**src/rtl/demux_route_pkg.sv**
```systemverilog
// rtl/demux_route_pkg.sv - shared types and constants for the demux route controller
package demux_route_pkg;

    localparam int SEL_W  = 3;
    localparam int NUM_CH = 8;

    typedef enum logic [1:0] {
        IDLE  = 2'd0,
        SHIFT = 2'd1,
        PAR   = 2'd2
    } state_e;

    // Bit-counter width; a 1-bit payload still needs a 1-bit counter.
    function automatic int cnt_bits(input int w);
        return (w > 1) ? $clog2(w) : 1;
    endfunction

endpackage

```
**src/rtl/piso_shreg.sv**
```systemverilog
// rtl/piso_shreg.sv - parallel-load, shift-left register with MSB serial output
module piso_shreg #(
    parameter int W = 8
) (
    input  logic         clk,
    input  logic         rst_n,
    input  logic         load_i,
    input  logic         shift_i,
    input  logic [W-1:0] din_i,
    output logic         msb_o
);

    logic [W-1:0] shreg_q;

    always_ff @(posedge clk) begin
        if (!rst_n) begin
            shreg_q <= '0;
        end else if (load_i) begin
            shreg_q <= din_i;
        end else if (shift_i) begin
            shreg_q <= shreg_q << 1;
        end
    end

    assign msb_o = shreg_q[W-1];

endmodule

```
**src/rtl/demux_route_ctrl.sv**
```systemverilog
// rtl/demux_route_ctrl.sv - serialises a word MSB-first onto dout with a stable demux select
// Optional trailing even-parity bit: DEMUX_ROUTE_PARITY_EN
module demux_route_ctrl
    import demux_route_pkg::*;
#(
    parameter int DATA_W = 8,
    parameter int CNT_W  = 8
) (
    input  logic              clk,
    input  logic              rst_n,
    input  logic              in_valid,
    output logic              in_ready,
    input  logic [SEL_W-1:0]  in_addr,
    input  logic [DATA_W-1:0] in_data,
    output logic              dout,
    output logic [SEL_W-1:0]  sel,
    output logic              dout_valid,
    output logic              dout_last,
    output logic              done,
    output logic [CNT_W-1:0]  words_sent
);

    localparam int CB = cnt_bits(DATA_W);

    state_e           state_q, state_d;
    logic [CB-1:0]    bit_cnt_q, bit_cnt_d;
    logic [SEL_W-1:0] sel_q, sel_d;
    logic             done_q, done_d;
    logic [CNT_W-1:0] words_q, words_d;
    logic             load, shift, msb;
`ifdef DEMUX_ROUTE_PARITY_EN
    logic             parity_q, parity_d;
`endif

    piso_shreg #(.W(DATA_W)) u_shreg (
        .clk     (clk),
        .rst_n   (rst_n),
        .load_i  (load),
        .shift_i (shift),
        .din_i   (in_data),
        .msb_o   (msb)
    );

    always_ff @(posedge clk) begin
        if (!rst_n) begin
            state_q   <= IDLE;
            bit_cnt_q <= '0;
            sel_q     <= '0;
            done_q    <= 1'b0;
            words_q   <= '0;
`ifdef DEMUX_ROUTE_PARITY_EN
            parity_q  <= 1'b0;
`endif
        end else begin
            state_q   <= state_d;
            bit_cnt_q <= bit_cnt_d;
            sel_q     <= sel_d;
            done_q    <= done_d;
            words_q   <= words_d;
`ifdef DEMUX_ROUTE_PARITY_EN
            parity_q  <= parity_d;
`endif
        end
    end

    always_comb begin
        state_d   = state_q;
        bit_cnt_d = bit_cnt_q;
        sel_d     = sel_q;
        done_d    = 1'b0;
        words_d   = words_q;
        load      = 1'b0;
        shift     = 1'b0;
`ifdef DEMUX_ROUTE_PARITY_EN
        parity_d  = parity_q;
`endif
        case (state_q)
            IDLE: begin
                if (in_valid) begin
                    load      = 1'b1;
                    sel_d     = in_addr;
                    bit_cnt_d = CB'(DATA_W - 1);
                    state_d   = SHIFT;
`ifdef DEMUX_ROUTE_PARITY_EN
                    parity_d  = ^in_data;
`endif
                end
            end
            SHIFT: begin
                shift = 1'b1;
                if (bit_cnt_q == '0) begin
`ifdef DEMUX_ROUTE_PARITY_EN
                    state_d = PAR;
`else
                    state_d = IDLE;
                    done_d  = 1'b1;
                    words_d = words_q + CNT_W'(1);
`endif
                end else begin
                    bit_cnt_d = bit_cnt_q - CB'(1);
                end
            end
`ifdef DEMUX_ROUTE_PARITY_EN
            PAR: begin
                state_d = IDLE;
                done_d  = 1'b1;
                words_d = words_q + CNT_W'(1);
            end
`endif
            default: state_d = IDLE;
        endcase
    end

    assign in_ready   = (state_q == IDLE);
    assign sel        = sel_q;
    assign done       = done_q;
    assign words_sent = words_q;

`ifdef DEMUX_ROUTE_PARITY_EN
    assign dout       = (state_q == SHIFT) ? msb : ((state_q == PAR) ? parity_q : 1'b0);
    assign dout_valid = (state_q == SHIFT) || (state_q == PAR);
    assign dout_last  = (state_q == PAR);
`else
    assign dout       = (state_q == SHIFT) ? msb : 1'b0;
    assign dout_valid = (state_q == SHIFT);
    assign dout_last  = (state_q == SHIFT) && (bit_cnt_q == '0);
`endif

endmodule

```
**config.mk**
```make
export PLATFORM = sky130hd
export DESIGN_NAME = demux_route_ctrl
export DESIGN_NICKNAME = d
export VERILOG_FILES = /design/src/rtl/demux_route_pkg.sv /design/src/rtl/piso_shreg.sv /design/src/rtl/demux_route_ctrl.sv
export SDC_FILE = /design/constraint.sdc
export NUM_CORES = 1
export LEC_CHECK = 0
export ABC_AREA = 1
export CORE_ASPECT_RATIO = 0.7
export CORE_UTILIZATION = 45
export CTS_CLUSTER_DIAMETER = 200
export DETAILED_ROUTE_END_ITERATION = 16
export GPL_TIMING_DRIVEN = 0
export PLACE_DENSITY_LB_ADDON = 0.05
export SYNTH_ARGS = -nofsm -noshare
export SYNTH_HDL_FRONTEND = slang
export SYNTH_HIERARCHICAL = 1
export SYNTH_SLANG_ARGS = --single-unit
```
**constraint.sdc**
```tcl
create_clock -name clk -period 1.7 [get_ports clk]
set_clock_uncertainty 0.1 [all_clocks]
set_input_delay 0.255 -clock clk [delete_from_list [all_inputs] [get_ports clk]]
set_output_delay 0.255 -clock clk [all_outputs]
set_load 0.02 [all_outputs]
```
==> flow_summary.yaml, run 1 <==
yosys:
  synth_top_area_frac: 0.426
  syn-num-nets: 176
  yosys.area.top_type: "dfxtp_1"
  yosys.cell_types.count: 20
  yosysSeqAreaShare: 0.426
  syn_area_per_cell_um2: 7.10
  synthCells: 159
  syn_area_um2: 1130
  synth_area_leaders: "dfxtp_1, nand2_1, inv_1"
  yosysWarnings: 6
  ys_ff_latch: 24
sta:
  rsz0062_at_grt: "false"
  period_needed_ns: 1.64
  finalSetupViolCount: 0
  setup_tns_ns: 0
  post-route-period-util: 0.965
  finalHoldViolCount: 0
  setup_slack_ns: 0.0594
  slew_headroom: 0.818
  worst_hold_slack_ns: 0.375
  worst_pin_slew_ns: 0.272
  fmax_mhz: 610
  slew_violations: 0
clock_tree:
  cts.path.max_buffers: 2
  cts-root-buf: "clkbuf_4"
  cts_inserted_buffers: 3
  cts_tree: "done"
  hold_buffers: 0
  clkTransAtPathRegs_ns: 0.13
  numClockSinks: 24
  post_cts_buffers: 0
  clk_latency_ns: 0.32
  ctsHtreeMaxLevel: 1
min_path:
  holdPathStages: 2
  hold_class: "reg -> reg"
  min_to: "u_shreg/shreg_q[0]"
  min_from: "u_shreg/shreg_q[0]"
grt:
  grt_pass1_vias: 894
  grt_pass1_wl_mm: 3.81
  antenna_found_initial: 0
  grt_max_degree: 14
  grt_usage: 0.192
  overflow: 0
worst_setup_path:
  reg2reg_slack_ns: 0.23
  regToRegStartpoint: "state_q[0]"
  reg2reg_depth: 9
  cpPeakStageDelay_ns: 0.61
  cp_num_cells: 1
  crit_chain: "clkdlybuf4s50_1"
  critPathTopFamily: "buffers and inverters"
  cp_num_buf_inv: 1
  cp_max_fo: 3
  cp.arrival_ns: 1.29
  r2r-end: "u_shreg/shreg_q[2]"
  cp.required_ns: 1.34
  path_class: "reg -> out"
  start_kind: "flop"
  slowest_stage: "clkdlybuf4s50_1"
  cp-end-kind: "output port"
floorplanning:
  core_area_um2: 2260
  die_h_um: 43.9
  pin_count: 30
  floorplan.initialDensity: 0.499
  die_x_um: 61.9
  die-area_um2: 2720
  row_count: 14
routing:
  wl_per_cell_um: 10.2
  num_vias: 1028
  dr.pass1.iters: 4
  first_iter_violations: 48
  drc: 0
  routed_wl_mm: 2.29
  routed_via_density: 4.59
  antenna_left: 0
power_and_ir_drop:
  seqPwrFrac: 0.527
  swShare: 0.287
  pwr-share-comb: 0.219
  p_switching_uw: 339
  power_density_nw_per_um2: 788
  p_int_uw: 844
  vdd_drop_max_mv: 0.517
  clockPowerShare: 0.254
  power.leakage_uw: 0.000782
cells_and_area:
  drive_gt1_frac: 0.104
  stdcell_count: 224
  antennaDiodeCount: 0
  final_core_util: 0.665
  nNetsFinal: 210
  syn2layout_area_growth_pct: 33.1
place:
  post-place-ws_ns: -0.155
  dp_hpwl_mm: 1.73
  dp_cells: 220
  portBuffers: 29
  routabilityCongestion: 0.786
job:
  drv_cap: 0
outcome:
  status: "finished clean"
==> worst max path at each step <==
stage / slack, ns / from / end
after global placement: -0.09 / bit_cnt_q[0] / dout_last
final: 0.06 / words_sent[7] / words_sent[7]
after global routing: 0.0006 / words_sent[7] / words_sent[7]
after detailed placement: -0.15 / bit_cnt_q[0] / dout_last
after floorplan: 0.15 / state_q[0] / u_shreg/shreg_q[1]
after CTS: -0.05 / bit_cnt_q[0] / dout_last
==> synthesized netlist by cell type (all sizes together) <==
cell and instances:
or2 1, nor2 18, buf 3, nand3 15
dfxtp 24, inv 26, o21ai 5, ha 3
xor2 1, a21oi 11, nand4 3, nand2 47
o21a 2
==> registers in the layout, summed over array words and instances, names as in the netlist <==
register and cells:
u_shreg/shreg_q 8, state_q 1, bit_cnt_q 3, done 1, words_sent 8, sel 3
==> through the flow <==
step,area [µm²],power [µW]
after floorplan,1130,792
after global placement,1460,880
after detailed placement,1460,889
after CTS,1490,1180
after global routing,1500,1260
final,1500,1180
==> final cells by class <==
class | instances | area (µm²)
Fill cell | 206 | 757
Multi-Input combinational cell | 106 | 539
Sequential cell | 24 | 484
Timing Repair Buffer | 29 | 282
Inverter | 26 | 97.6
Tap cell | 32 | 40.0
Clock buffer | 4 | 36.3
Buffer | 3 | 23.8
==> cells by family (layout without fill, tap and decap cells) <==
logic type / after synthesis / after routing / synth area share
AND/OR/NAND/NOR: 84 / 84 / 0.341
XOR/XNOR: 1 / 1 / 0.00776
flip-flops: 24 / 24 / 0.426
buffers and inverters: 29 / 62 / 0.108
AO/OA/AOI/OAI: 18 / 18 / 0.0842
adder cells (fa/ha/maj): 3 / 3 / 0.0333
==> layer usage <==
metal | vias to the layer above | routed length [µm] | GRT usage
li1 | 558 | - | -
met4 | 0 | 13 | 0.0400
met3 | 2 | 95 | 0.0716
met5 | - | 0 | 0
met2 | 18 | 990 | 0.305
met1 | 450 | 1190 | 0.249
==> repair_timing <==
item,in CTS,in global routing
gates resized for setup,16,7
hold endpoints to repair,0,0
pin swaps,0,0
setup endpoints to repair,10,3
==> power groups by stage <==
| stage | combinational [µW] | sequential (µW) | clock, µW |
|---|---|---|---|
| after floorplan | 146 | 646 | 0 |
| final | 259 | 624 | 301 |
| after global placement | 247 | 634 | 0 |
| after global routing | 291 | 629 | 336 |
| after detailed placement | 254 | 635 | 0 |
| after CTS | 249 | 623 | 311 |
==> layout by cell type (no fill, tap or decap), drive strengths merged <==
cell type | synthesis | routed
xor2 | 1 | 1
nand4 | 3 | 3
clkdlybuf4s50 | 0 | 17
inv | 26 | 26
buf | 3 | 4
clkbuf | 0 | 4
o21ai | 5 | 5
o21a | 2 | 2
nor2 | 18 | 18
nand3 | 15 | 15
a21oi | 11 | 11
or2 | 1 | 1
dfxtp | 24 | 24
nand2 | 47 | 47
ha | 3 | 3
dlymetal6s2s | 0 | 2
dlygate4sd2 | 0 | 9
(Power assumes the default switching activity.)
==> run 2, diff against run 1 <==
SLEW_MARGIN = 20   (was unset)
==> results of run 2 <==
Same layout as run 1: the final DEF is identical, and so are final timing and power.
